<file path="src/rtl/fifo_param.sv">
// Synchronous FIFO with registered read data, occupancy-based status flags,
// programmable almost-full/almost-empty thresholds and sticky overflow/underflow flags.
module fifo_param #(
  parameter int unsigned DATA_WIDTH = 6,
  parameter int unsigned ADDR_WIDTH = 2
) (
  input  logic                  clk,
  input  logic                  reset_L,
  input  logic                  write,
  input  logic                  read,
  input  logic [DATA_WIDTH-1:0] data_in,
  input  logic [ADDR_WIDTH:0]   umb_almost_full,
  input  logic [ADDR_WIDTH:0]   umb_almost_empty,
  input  logic                  err_clear,
  output logic [DATA_WIDTH-1:0] data_out,
  output logic                  valid_out,
  output logic [ADDR_WIDTH:0]   data_count,
  output logic                  fifo_full,
  output logic                  fifo_empty,
  output logic                  almost_full,
  output logic                  almost_empty,
  output logic                  overflow_err,
  output logic                  underflow_err
);

  localparam int unsigned Depth = 2 ** ADDR_WIDTH;
  localparam logic [ADDR_WIDTH:0] DepthCount = (ADDR_WIDTH + 1)'(Depth);

  logic [DATA_WIDTH-1:0] mem_q [Depth];

  logic [ADDR_WIDTH-1:0] wr_ptr_q, wr_ptr_d;
  logic [ADDR_WIDTH-1:0] rd_ptr_q, rd_ptr_d;
  logic [ADDR_WIDTH:0]   count_q, count_d;
  logic [DATA_WIDTH-1:0] data_out_q, data_out_d;
  logic                  valid_q, valid_d;
  logic                  ovf_q, ovf_d;
  logic                  unf_q, unf_d;

  logic wr_acc, rd_acc, ovf_evt, unf_evt;

  always_comb begin
    fifo_empty   = (count_q == '0);
    fifo_full    = (count_q == DepthCount);
    almost_full  = (count_q >= umb_almost_full);
    almost_empty = (count_q <= umb_almost_empty);

    // A push at full is only accepted when a pop frees the slot in the same cycle.
    wr_acc  = write && (!fifo_full || read);
    rd_acc  = read && !fifo_empty;
    ovf_evt = write && fifo_full && !read;
    unf_evt = read && fifo_empty;

    wr_ptr_d   = wr_ptr_q;
    rd_ptr_d   = rd_ptr_q;
    count_d    = count_q;
    data_out_d = data_out_q;
    valid_d    = 1'b0;

    if (wr_acc) wr_ptr_d = wr_ptr_q + 1'b1;
    if (rd_acc) begin
      rd_ptr_d   = rd_ptr_q + 1'b1;
      data_out_d = mem_q[rd_ptr_q];
      valid_d    = 1'b1;
    end

    if (wr_acc && !rd_acc)      count_d = count_q + 1'b1;
    else if (rd_acc && !wr_acc) count_d = count_q - 1'b1;

    // A new error in the same cycle as err_clear keeps the flag set.
    ovf_d = (ovf_q && !err_clear) || ovf_evt;
    unf_d = (unf_q && !err_clear) || unf_evt;
  end

  always_ff @(posedge clk or negedge reset_L) begin
    if (!reset_L) begin
      wr_ptr_q   <= '0;
      rd_ptr_q   <= '0;
      count_q    <= '0;
      data_out_q <= '0;
      valid_q    <= 1'b0;
      ovf_q      <= 1'b0;
      unf_q      <= 1'b0;
    end else begin
      wr_ptr_q   <= wr_ptr_d;
      rd_ptr_q   <= rd_ptr_d;
      count_q    <= count_d;
      data_out_q <= data_out_d;
      valid_q    <= valid_d;
      ovf_q      <= ovf_d;
      unf_q      <= unf_d;
    end
  end

  // Storage is not reset; the write is gated so requests during reset are ignored.
  always_ff @(posedge clk) begin
    if (wr_acc && reset_L) mem_q[wr_ptr_q] <= data_in;
  end

  assign data_out      = data_out_q;
  assign valid_out     = valid_q;
  assign data_count    = count_q;
  assign overflow_err  = ovf_q;
  assign underflow_err = unf_q;

endmodule

</file>
<file path="config.mk">
export PLATFORM = sky130hd
export DESIGN_NAME = fifo_param
export DESIGN_NICKNAME = d
export VERILOG_FILES = /design/src/rtl/fifo_param.sv
export SDC_FILE = /design/constraint.sdc
export NUM_CORES = 1
export LEC_CHECK = 0
export ABC_AREA = 1
export ABC_CLOCK_PERIOD_IN_PS = 5000
export BUFFER_PORTS_ARGS = -buffer_cell sky130_fd_sc_hd__buf_2
export CORE_ASPECT_RATIO = 2
export CORE_MARGIN = 3
export CORE_UTILIZATION = 30
export CTS_CLUSTER_DIAMETER = 120
export DETAILED_ROUTE_END_ITERATION = 8
export PLACE_DENSITY = 0.55
export SYNTH_ARGS = -nofsm -noshare
export SYNTH_HDL_FRONTEND = slang
export SYNTH_SLANG_ARGS = --single-unit
</file>
<file path="constraint.sdc">
create_clock -name clk -period 5 [get_ports clk]
set_input_delay 0.75 -clock clk [delete_from_list [all_inputs] [get_ports clk]]
set_output_delay 0.75 -clock clk [all_outputs]
set_load 0.01 [all_outputs]
</file>
==> results of run 1 <==
layout make-up:
cell class	instances	area, um2	area share, %
clock buffer	5	125	5.23
clock inverter	3	90.1	3.77
inverter	47	176	7.38
multi-input combinational	113	611	25.5
sequential	40	1120	46.9
tap	86	108	4.50
timing repair buffer	32	160	6.70
registers in the layout, indices dropped and copies added, names as in the netlist:
register,flops
mem_q,24
data_out,6
data_count,3
rd_ptr_q,2
wr_ptr_q,2
overflow_err,1
underflow_err,1
valid_out,1
cells in the mapped netlist:
| cell type | n | area, um2 |
|---|---|---|
| xor2_2 | 1 | 16.3 |
| a21oi_1 | 2 | 10.0 |
| o21ai_1 | 1 | 5.00 |
| nor3_1 | 1 | 5.00 |
| nor2_1 | 4 | 15.0 |
| edfxtp_1 | 24 | 721 |
| nand2_1 | 62 | 233 |
| ha_1 | 11 | 138 |
| inv_2 | 2 | 7.51 |
| o22ai_1 | 1 | 6.26 |
| nand2_2 | 2 | 12.5 |
| nor2_2 | 1 | 6.26 |
| fa_1 | 1 | 20.0 |
| dfrtp_1 | 16 | 400 |
| o211ai_1 | 1 | 7.51 |
| buf_6 | 3 | 33.8 |
| o21ai_0 | 2 | 10.0 |
| nand3_1 | 20 | 100 |
| xor2_1 | 1 | 8.76 |
| inv_1 | 45 | 169 |
| buf_4 | 1 | 7.51 |
| xnor2_1 | 2 | 17.5 |
through the flow:
| step | hold WS (ns) | cells | power [mW] | setup WS (ns) |
|---|---|---|---|---|
| after detailed placement | 0.464 | 318 | 0.979 | 2.67 |
| after global routing | 0.421 | 326 | 1.53 | 2.55 |
| after global placement | 0.460 | 318 | 0.971 | 2.70 |
| final | 0.391 | 326 | 1.42 | 2.69 |
| after floorplan | 0.454 | 204 | 0.844 | 2.89 |
| after CTS | 0.403 | 326 | 1.44 | 2.68 |
routing by layer:
metal	up-vias	part of all wire [%]	GRT usage, %
met2	25	61	21.9
met4	0	3.0	7.47
met1	591	32	8.27
met5	-	0	0
li1	697	-	-
met3	8	3.9	2.34
cell families after synthesis:
family / after synthesis
buffers and inverters: 51
and+or+nand+nor: 90
adders and majority gates: 12
DFF: 40
AOI/OAI and AO/OA: 7
xor gates and xnor gates: 4
worst reg2reg max path: cells and delay by family (launching register included):
family | cells | cell delay [ns]
buf+inv | 1 | 0.06
flops | 1 | 0.48
xor+xnor | 1 | 0.14
simple gates | 5 | 0.66
fa+ha+maj | 2 | 0.61
power breakdown:
| group | leakage (nW) | internal (mW) | switching, mW |
|---|---|---|---|
| logic | 0.698 | 0.180 | 0.264 |
| registers | 0.414 | 0.432 | 0.0844 |
| clock network | 0.104 | 0.336 | 0.126 |
worst paths after layout:
| check | start | end | slack (ns) | cells after the start |
|---|---|---|---|---|
| setup reg to reg | data_count[1]$_DFFE_PN0P_ | data_count[2]$_DFFE_PN0P_ | 2.93 | 9 |
| max in group asynchronous | reset_L | wr_ptr_q[0]$_DFFE_PN0P_ | 4.31 | 1 |
| hold / removal | reset_L | data_out[1]$_DFFE_PN0P_ | 0.39 | 1 |
| setup / recovery | umb_almost_full[2] | almost_full | 2.69 | 6 |
| min in group clk | data_out[0]$_DFFE_PN0P_ | data_out[0]$_DFFE_PN0P_ | 0.48 | 2 |
| hold reg to reg | data_out[0]$_DFFE_PN0P_ | data_out[0]$_DFFE_PN0P_ | 0.48 | 2 |
cells in the final DEF, fill, tap and decap left out, types with 3 or more instances in the layout:
cell type  instances
inv_1             45
nor2_1             4
buf_2             32
bufinv_16          3
ha_1              11
edfxtp_1          24
dfrtp_1           16
nand2_1           62
clkbuf_16          5
nand3_1           20
==> out/qor.csv, run 1 <==
metric,value,unit
outcome,"complete, no violations",
Crit path arrival time,1.56,ns
Routed Antenna Nets,0,
setup violators final,0,
hold_buf cts,0,
Mapped Cells,204,
Max rail drop VDD,0.246,mV
Vias,1321,
Fill cells,614,
drt via density,4.05,
synth unique cells,22,
post-synthesis compound-gate area fraction,1.99,%
Yosys Warn Count,0,
core area,6310,um2
Required @ worst endpoint,4.25,ns
pwr dens,595,nW/um2
CP dominant cell by count,buf_2,
root buffer cell,clkbuf_16,
Tightest Hold Check Type,input pin to async pin,
Max stage delay on crit path,0.31,ns
combinational family with the most area after synthesis,simple AND/OR/NAND/NOR gates,
Setup TNS Final,0,ns
# resized after CTS,0,
Max clock buf depth,2,
Final nets,268,
Die W,63,um
total of max-cap violations,0,
post-synthesis xor/xnor area fraction,2.18,%
slowest CP cell,ha_1,
worst-path maximum fanout,3,
first-pass GRT wire length,5.95,mm
Synth-to-Final Area Change,22.7,%
Leak,1.22,nW
syn_nets,233,
"Setup Fix Bufs, Post-CTS",0,
ratio of cells with drive above 1 in the final layout,19.2,%
Slew @ Worst Pin,0.673,ns
CTS tree,built,
Max Freq,433,MHz
# diodes,0,
Die H,120,um
maximum level of the CTS H-tree,2,
die area,7560,um2
I/O Buffers,32,
DPL Wire Length,2.95,mm
vias in the first global route,1344,
Worst setup SP type,input pin,
critical-path cell list,buf_2 > inv_1 > ha_1 > a21oi_1 > o211ai_1 > buf_2,
clk slew on worst S/H paths,0.06,ns
CP top delay family,adder cells,
Worst-Skew Late Latency,0.28,ns
fin util,37.9,%
multiplexer share of the synthesized area,0,%
largest net degree at the start of global routing,18,
Final period util,46.2,%
Synth Area in Adders,8.09,%
simple-gate portion of the synthesized area,19.1,%
dpl cell area,2180,um2
routed length per instance,11.3,um
CTS Buf Count,5,
Initial Util,30.9,%
RSZ-0062 raised after global routing,false,
Buf/Inv on CP,3,
final instance area,2390,um2
# rows,41,
"Slew Viols, Final",0,
Tmin final,2.31,ns
final wirelength,3.68,mm
total track usage,10.7,%
headroom to the max-slew limit,55.0,%
# DRC,0,
clock sinks,40,
clk_skew,0.00780,ns
gpl congestion,0.793,
grt ovf,0,
synthesized area,1950,um2
Avg Synthesized Cell Area,9.56,um2
#FFs+latches synth,40,
initial DRC count,11,
crit end category,output port,
first-pass iteration count of the detailed router,4,
initial antenna violation count,0,
classification of the worst setup path,input pin to output port,
IO Pins,33,
register area share after synthesis,57.5,%
Final Hold Fails,0,
(Power assumes the default switching activity.)
==> run 2, diff against run 1 <==
--- a/config.mk
+++ b/config.mk
@@ -6,7 +6,7 @@
 export NUM_CORES = 1
 export LEC_CHECK = 0
 export ABC_AREA = 1
-export ABC_CLOCK_PERIOD_IN_PS = 5000
+export ABC_CLOCK_PERIOD_IN_PS = 2190
 export BUFFER_PORTS_ARGS = -buffer_cell sky130_fd_sc_hd__buf_2
 export CORE_ASPECT_RATIO = 2
 export CORE_MARGIN = 3
==> constraint.sdc (replaced) <==
create_clock -name clk -period 2.19 [get_ports clk]
set_input_delay 0.3285 -clock clk [delete_from_list [all_inputs] [get_ports clk]]
set_output_delay 0.3285 -clock clk [all_outputs]
set_load 0.01 [all_outputs]
==> out/qor.csv, run 2 (same netlist as run 1, synthesis figures left out) <==
metric,value,unit,change
outcome,"complete, no violations",,
drt via density,4.04,,-0.25%
hold_buf cts,0,,unchanged
most frequent cells in the layout,"nand2_1 (62), inv_1 (45), buf_2 (32)",,
CP top delay family,adder cells,,
Crit path arrival time,2.09,ns,+0.53 ns
# resized after CTS,0,,unchanged
Final nets,275,,+2.6%
routed length on met3,113,um,-22%
critical-path cell list,nor2_2 > nand3_1 > nand2_1 > inv_1 > ha_1 > inv_1 > fa_1 > nand2_1 > nand3_1 > xor2_1,,
CTS Buf Count,5,,unchanged
cell count after placement,325,,+2.2%
Die W,63,um,unchanged
clk slew on worst S/H paths,0.06,ns,about the same
DPL Wire Length,2.99,mm,+1.5%
Biggest register,mem_q,,
CTS tree,built,,
dpl cell area,2230,um2,+2.4%
routed length per instance,11.0,um,-2.2%
grt ovf,0,,unchanged
Die H,120,um,unchanged
Tmin final,1.92,ns,
clock sinks,40,,unchanged
Max stage delay on crit path,0.49,ns,+0.18 ns
Buf/Inv on CP,2,,-1
RSZ-0062 raised after global routing,false,,
# DRC,0,,unchanged
Non-Filler Instances,333,,+2.1%
"commonest non-fill, non-tap cell in the layout",nand2_1,,
largest net degree at the start of global routing,17,,-1
Vias,1346,,+1.9%
IO Pins,33,,unchanged
# rows,41,,unchanged
Max Freq,520,MHz,
Worst setup SP type,register,,
core area,6310,um2,unchanged
total of max-cap violations,0,,unchanged
DR WL met2,2.23,mm,-0.13%
Slew @ Worst Pin,0.353,ns,-0.319 ns
initial DRC count,26,,+15
root buffer cell,clkbuf_16,,
Worst-Skew Late Latency,0.29,ns,about the same
number of flip-flops in the largest register,24,,unchanged
vias in the first global route,1297,,-3.5%
gpl congestion,0.742,,-6.5%
die area,7560,um2,unchanged
I/O Buffers,32,,unchanged
hold slack,0.0318,ns,-0.359 ns
Setup TNS Final,0,ns,unchanged
# diodes,0,,unchanged
first-pass GRT wire length,6.00,mm,+0.82%
Routed Antenna Nets,0,,unchanged
Synth-to-Final Area Change,22.7,%,unchanged
initial antenna violation count,0,,unchanged
WL met1,1.21,mm,+1.8%
Leak,1.23,nW,+0.81%
classification of the worst setup path,register to register,,
Tightest Hold Check Type,input pin to async pin,,
"Slew Viols, Final",0,,unchanged
maximum level of the CTS H-tree,2,,unchanged
Required @ worst endpoint,2.36,ns,-1.89 ns
ratio of cells with drive above 1 in the final layout,21.5,%,+2.3 points
Final Hold Fails,0,,unchanged
Max clock buf depth,2,,unchanged
total track usage,10.9,%,+0.17 points
slowest CP cell,dfrtp_1,,
pwr dens,1250,nW/um2,+110%
clk_skew,0.00665,ns,-0.00115 ns
Final period util,87.8,%,
final wirelength,3.68,mm,about the same
final instance area,2390,um2,unchanged
Initial Util,30.9,%,unchanged
worst-path maximum fanout,7,,+4
Max rail drop VDD,0.683,mV,+180%
"Setup Fix Bufs, Post-CTS",0,,unchanged
first-pass iteration count of the detailed router,3,,-1
DR top layer,met4,,
headroom to the max-slew limit,76.4,%,+21 points
setup violators final,0,,unchanged
crit end category,register,,
-- run 2: cell count changes in the layout (fill, tap and decap cells not counted), sizes merged --
cell      previous run  this run
clkinvlp             0         1
bufinv               3         0
clkbuf               5         6
buf                 32        39
clkinv               0         1
-- run 2: area by class of cell --
cell class                 instances  area, um2
fill                             648       3920
tap                               86        108
clock buffer                       6        150
multi-input combinational        113        611
clock inverter                     2       12.5
sequential                        40       1120
timing repair buffer              39        213
inverter                          47        176
-- run 2: worst paths after layout --
kind                                                start                   endpoint  slack [ns]  cells past startpoint
worst max register to register  data_count[1]$_DFFE_PN0P_  data_count[2]$_DFFE_PN0P_        0.27                     10
worst min register to register    data_out[2]$_DFFE_PN0P_    data_out[2]$_DFFE_PN0P_        0.47                      2
min in group clk                                err_clear     overflow_err$_DFF_PN0_        0.24                      2
max in group asynchronous                         reset_L    rd_ptr_q[0]$_DFFE_PN0P_        1.96                      2
worst max-delay path            data_count[1]$_DFFE_PN0P_  data_count[2]$_DFFE_PN0P_        0.27                     10
worst min-delay path                              reset_L    data_out[3]$_DFFE_PN0P_        0.03                      2
-- run 2: where the power goes --
group / switching (mW) / internal (mW) / total (mW)
clock network: 0.286 / 0.488 / 0.774
registers: 0.175 / 0.986 / 1.16
logic: 0.616 / 0.442 / 1.06
total: 1.08 / 1.92 / 2.99
-- run 2: routing by layer --
layer	track usage, %	vias to the layer above
met5	0	-
met1	8.60	607
li1	-	709
met4	7.88	0
met3	2.43	7
met2	21.8	23
-- run 2: stage by stage --
stage	power, mW	setup WS, ns	util, %
CTS	3.06	0.242	37.9
global placement	2.26	0.323	35.3
finish	2.99	0.268	37.9
global route	3.25	0.0584	37.9
detailed placement	2.27	0.268	35.3
floorplan	1.93	0.311	-
==> run 3, diff against run 2 <==
--- a/config.mk
+++ b/config.mk
@@ -10,10 +10,10 @@
 export BUFFER_PORTS_ARGS = -buffer_cell sky130_fd_sc_hd__buf_2
 export CORE_ASPECT_RATIO = 2
 export CORE_MARGIN = 3
-export CORE_UTILIZATION = 30
+export CORE_UTILIZATION = 40
 export CTS_CLUSTER_DIAMETER = 120
 export DETAILED_ROUTE_END_ITERATION = 8
-export PLACE_DENSITY = 0.55
+export PLACE_DENSITY = 0.67
 export SYNTH_ARGS = -nofsm -noshare
 export SYNTH_HDL_FRONTEND = slang
 export SYNTH_SLANG_ARGS = --single-unit
==> out/qor.csv, run 3 (same netlist as run 1, synthesis figures left out) <==
metric,value,unit,change
setup violators final,0,,unchanged
Non-Filler Instances,300,,-9.9%
pre-CTS WS,0.273,ns,+0.00505 ns
Final nets,273,,-0.73%
Max stage delay on crit path,0.48,ns,about the same
maximum level of the CTS H-tree,2,,unchanged
worst-path maximum fanout,6,,-1
Max rail drop VDD,0.718,mV,+5.1%
initial antenna violation count,0,,unchanged
total track usage,14.3,%,+3.4 points
Max clock buf depth,2,,unchanged
vias in the first global route,1428,,+10%
clk_skew,0.0112,ns,+0.00453 ns
outcome,"complete, no violations",,
drt via density,4.63,,+14%
CTS tree,built,,
Switching Share,39.2,%,+3.2 points
Clk pwr share,17.3,%,-8.6 points
critical-path cell list,nor2_2 > nand3_1 > nand2_1 > inv_1 > ha_1 > inv_1 > fa_1 > inv_1 > nand2_1 > nand3_1 > xor2_1,,
Crit path arrival time,2.12,ns,+0.03 ns
Required @ worst endpoint,2.40,ns,+0.04 ns
RSZ-0062 raised after global routing,false,,
slowest CP cell,dfrtp_1,,
Die W,55.4,um,-12%
Initial Util,42.0,%,+11 points
hold_buf cts,0,,unchanged
number of flip-flops in the largest register,24,,unchanged
register share of total power,42.8,%,+4.0 points
first-pass iteration count of the detailed router,6,,+3
Worst-Skew Late Latency,0.28,ns,about the same
pwr dens,1200,nW/um2,-4.1%
total of max-cap violations,0,,unchanged
Max Freq,525,MHz,+0.90%
NetSw,1.06,mW,-1.5%
cell count after placement,292,,-10%
ratio of cells with drive above 1 in the final layout,20.4,%,-1.0 points
Vias,1388,,+3.1%
Worst setup SP type,register,,
Tightest Hold Check Type,input pin to async pin,,
Routed Antenna Nets,0,,unchanged
"Slew Viols, Final",0,,unchanged
first-pass GRT wire length,6.38,mm,+6.2%
I/O Buffers,32,,unchanged
final wirelength,3.71,mm,+0.90%
die area,5800,um2,-23%
largest net degree at the start of global routing,17,,unchanged
crit end category,register,,
Slew @ Worst Pin,0.566,ns,+0.212 ns
IO Pins,33,,unchanged
DPL Wire Length,2.98,mm,-0.45%
Leak,1.18,nW,-3.9%
setup ws final,0.285,ns,+0.0172 ns
routed length per instance,12.4,um,+12%
clk slew on worst S/H paths,0.08,ns,+0.02 ns
Cell Int Power,1.65,mW,-14%
gpl congestion,0.787,,+6.2%
initial DRC count,38,,+46%
Fill cells,480,,-26%
Tmin final,1.90,ns,-0.0172 ns
"commonest non-fill, non-tap cell in the layout",nand2_1,,
CP dominant cell by count,inv_1,,
Setup TNS Final,0,ns,unchanged
classification of the worst setup path,register to register,,
# rows,35,,-15%
core area,4640,um2,-26%
CTS Buf Count,5,,unchanged
Synth-to-Final Area Change,15.8,%,
headroom to the max-slew limit,62.1,%,-14 points
grt ovf,0,,unchanged
# diodes,0,,unchanged
Final Hold Fails,0,,unchanged
Biggest register,mem_q,,
clock sinks,40,,unchanged
Die H,105,um,-13%
Final period util,87.0,%,-0.78 points
most frequent cells in the layout,"nand2_1 (62), inv_1 (45), buf_2 (32)",,
root buffer cell,clkbuf_8,,
logic gate share of total power,39.9,%,+4.6 points
# DRC,0,,unchanged
==> run 3: worst paths after layout <==
kind	from	end	slack [ns]	cells after the start
max in group asynchronous	reset_L	data_count[1]$_DFFE_PN0P_	1.97	2
min reg2reg	data_out[0]$_DFFE_PN0P_	data_out[0]$_DFFE_PN0P_	0.48	2
min in group clk	err_clear	overflow_err$_DFF_PN0_	0.24	2
max	data_count[0]$_DFFE_PN0P_	data_count[2]$_DFFE_PN0P_	0.29	11
max reg2reg	data_count[0]$_DFFE_PN0P_	data_count[2]$_DFFE_PN0P_	0.29	11
min	reset_L	overflow_err$_DFF_PN0_	0.01	2
==> run 3: repair_timing <==
action | 4_1_cts | 5_1_grt
gates resized for setup | 0 | 1
endpoints found under the hold margin | 0 | 0
buffers inserted | 0 | 0
endpoints found under the setup margin | 0 | 1
==> run 3: area by class of cell <==
type	count	area, um2	area share [%]
repair buffers	37	198	8.76
flip-flops and latches	40	1120	49.7
multi-input cells	113	611	27.1
inverters	47	176	7.82
clock buffers	7	76.3	3.38
clock inverters	1	5.00	0.222
well taps	55	68.8	3.05
==> run 3: routing by layer <==
metal | GRT usage [%] | wire length, um
met3 | 2.84 | 139
met5 | 0 | 0
met1 | 12.1 | 1180
met4 | 8.17 | 115
met2 | 28.7 | 2270
==> run 3: worst max-delay path: cells and delay by family, from the launching register on <==
kind | cells | cell delay (ns)
buf+inv | 3 | 0.21
flops | 1 | 0.48
simple gates | 5 | 0.45
xor+xnor | 1 | 0.14
fa+ha+maj | 2 | 0.55
==> run 3: per-stage QoR <==
stage / util (%) / power [mW] / cell area [um2] / hold slack [ns]
global route: 48.6 / 2.97 / 2260 / 0.0291
finish: 48.6 / 2.71 / 2260 / 0.0122
floorplan: - / 1.93 / 1950 / 0.0329
detailed placement: 46.8 / 2.27 / 2170 / 0.334
global placement: 46.8 / 2.24 / 2170 / 0.332
CTS: 48.6 / 2.74 / 2260 / 0.0199
==> run 3: power groups by stage <==
| stage | Sequential, mW | Clock [mW] | Combinational (mW) |
|---|---|---|---|
| after global placement | 1.17 | 0 | 1.07 |
| after floorplan | 1.17 | 0 | 0.761 |
| final | 1.16 | 0.469 | 1.08 |
| after CTS | 1.16 | 0.481 | 1.10 |
| after detailed placement | 1.18 | 0 | 1.09 |
| after global routing | 1.19 | 0.513 | 1.26 |
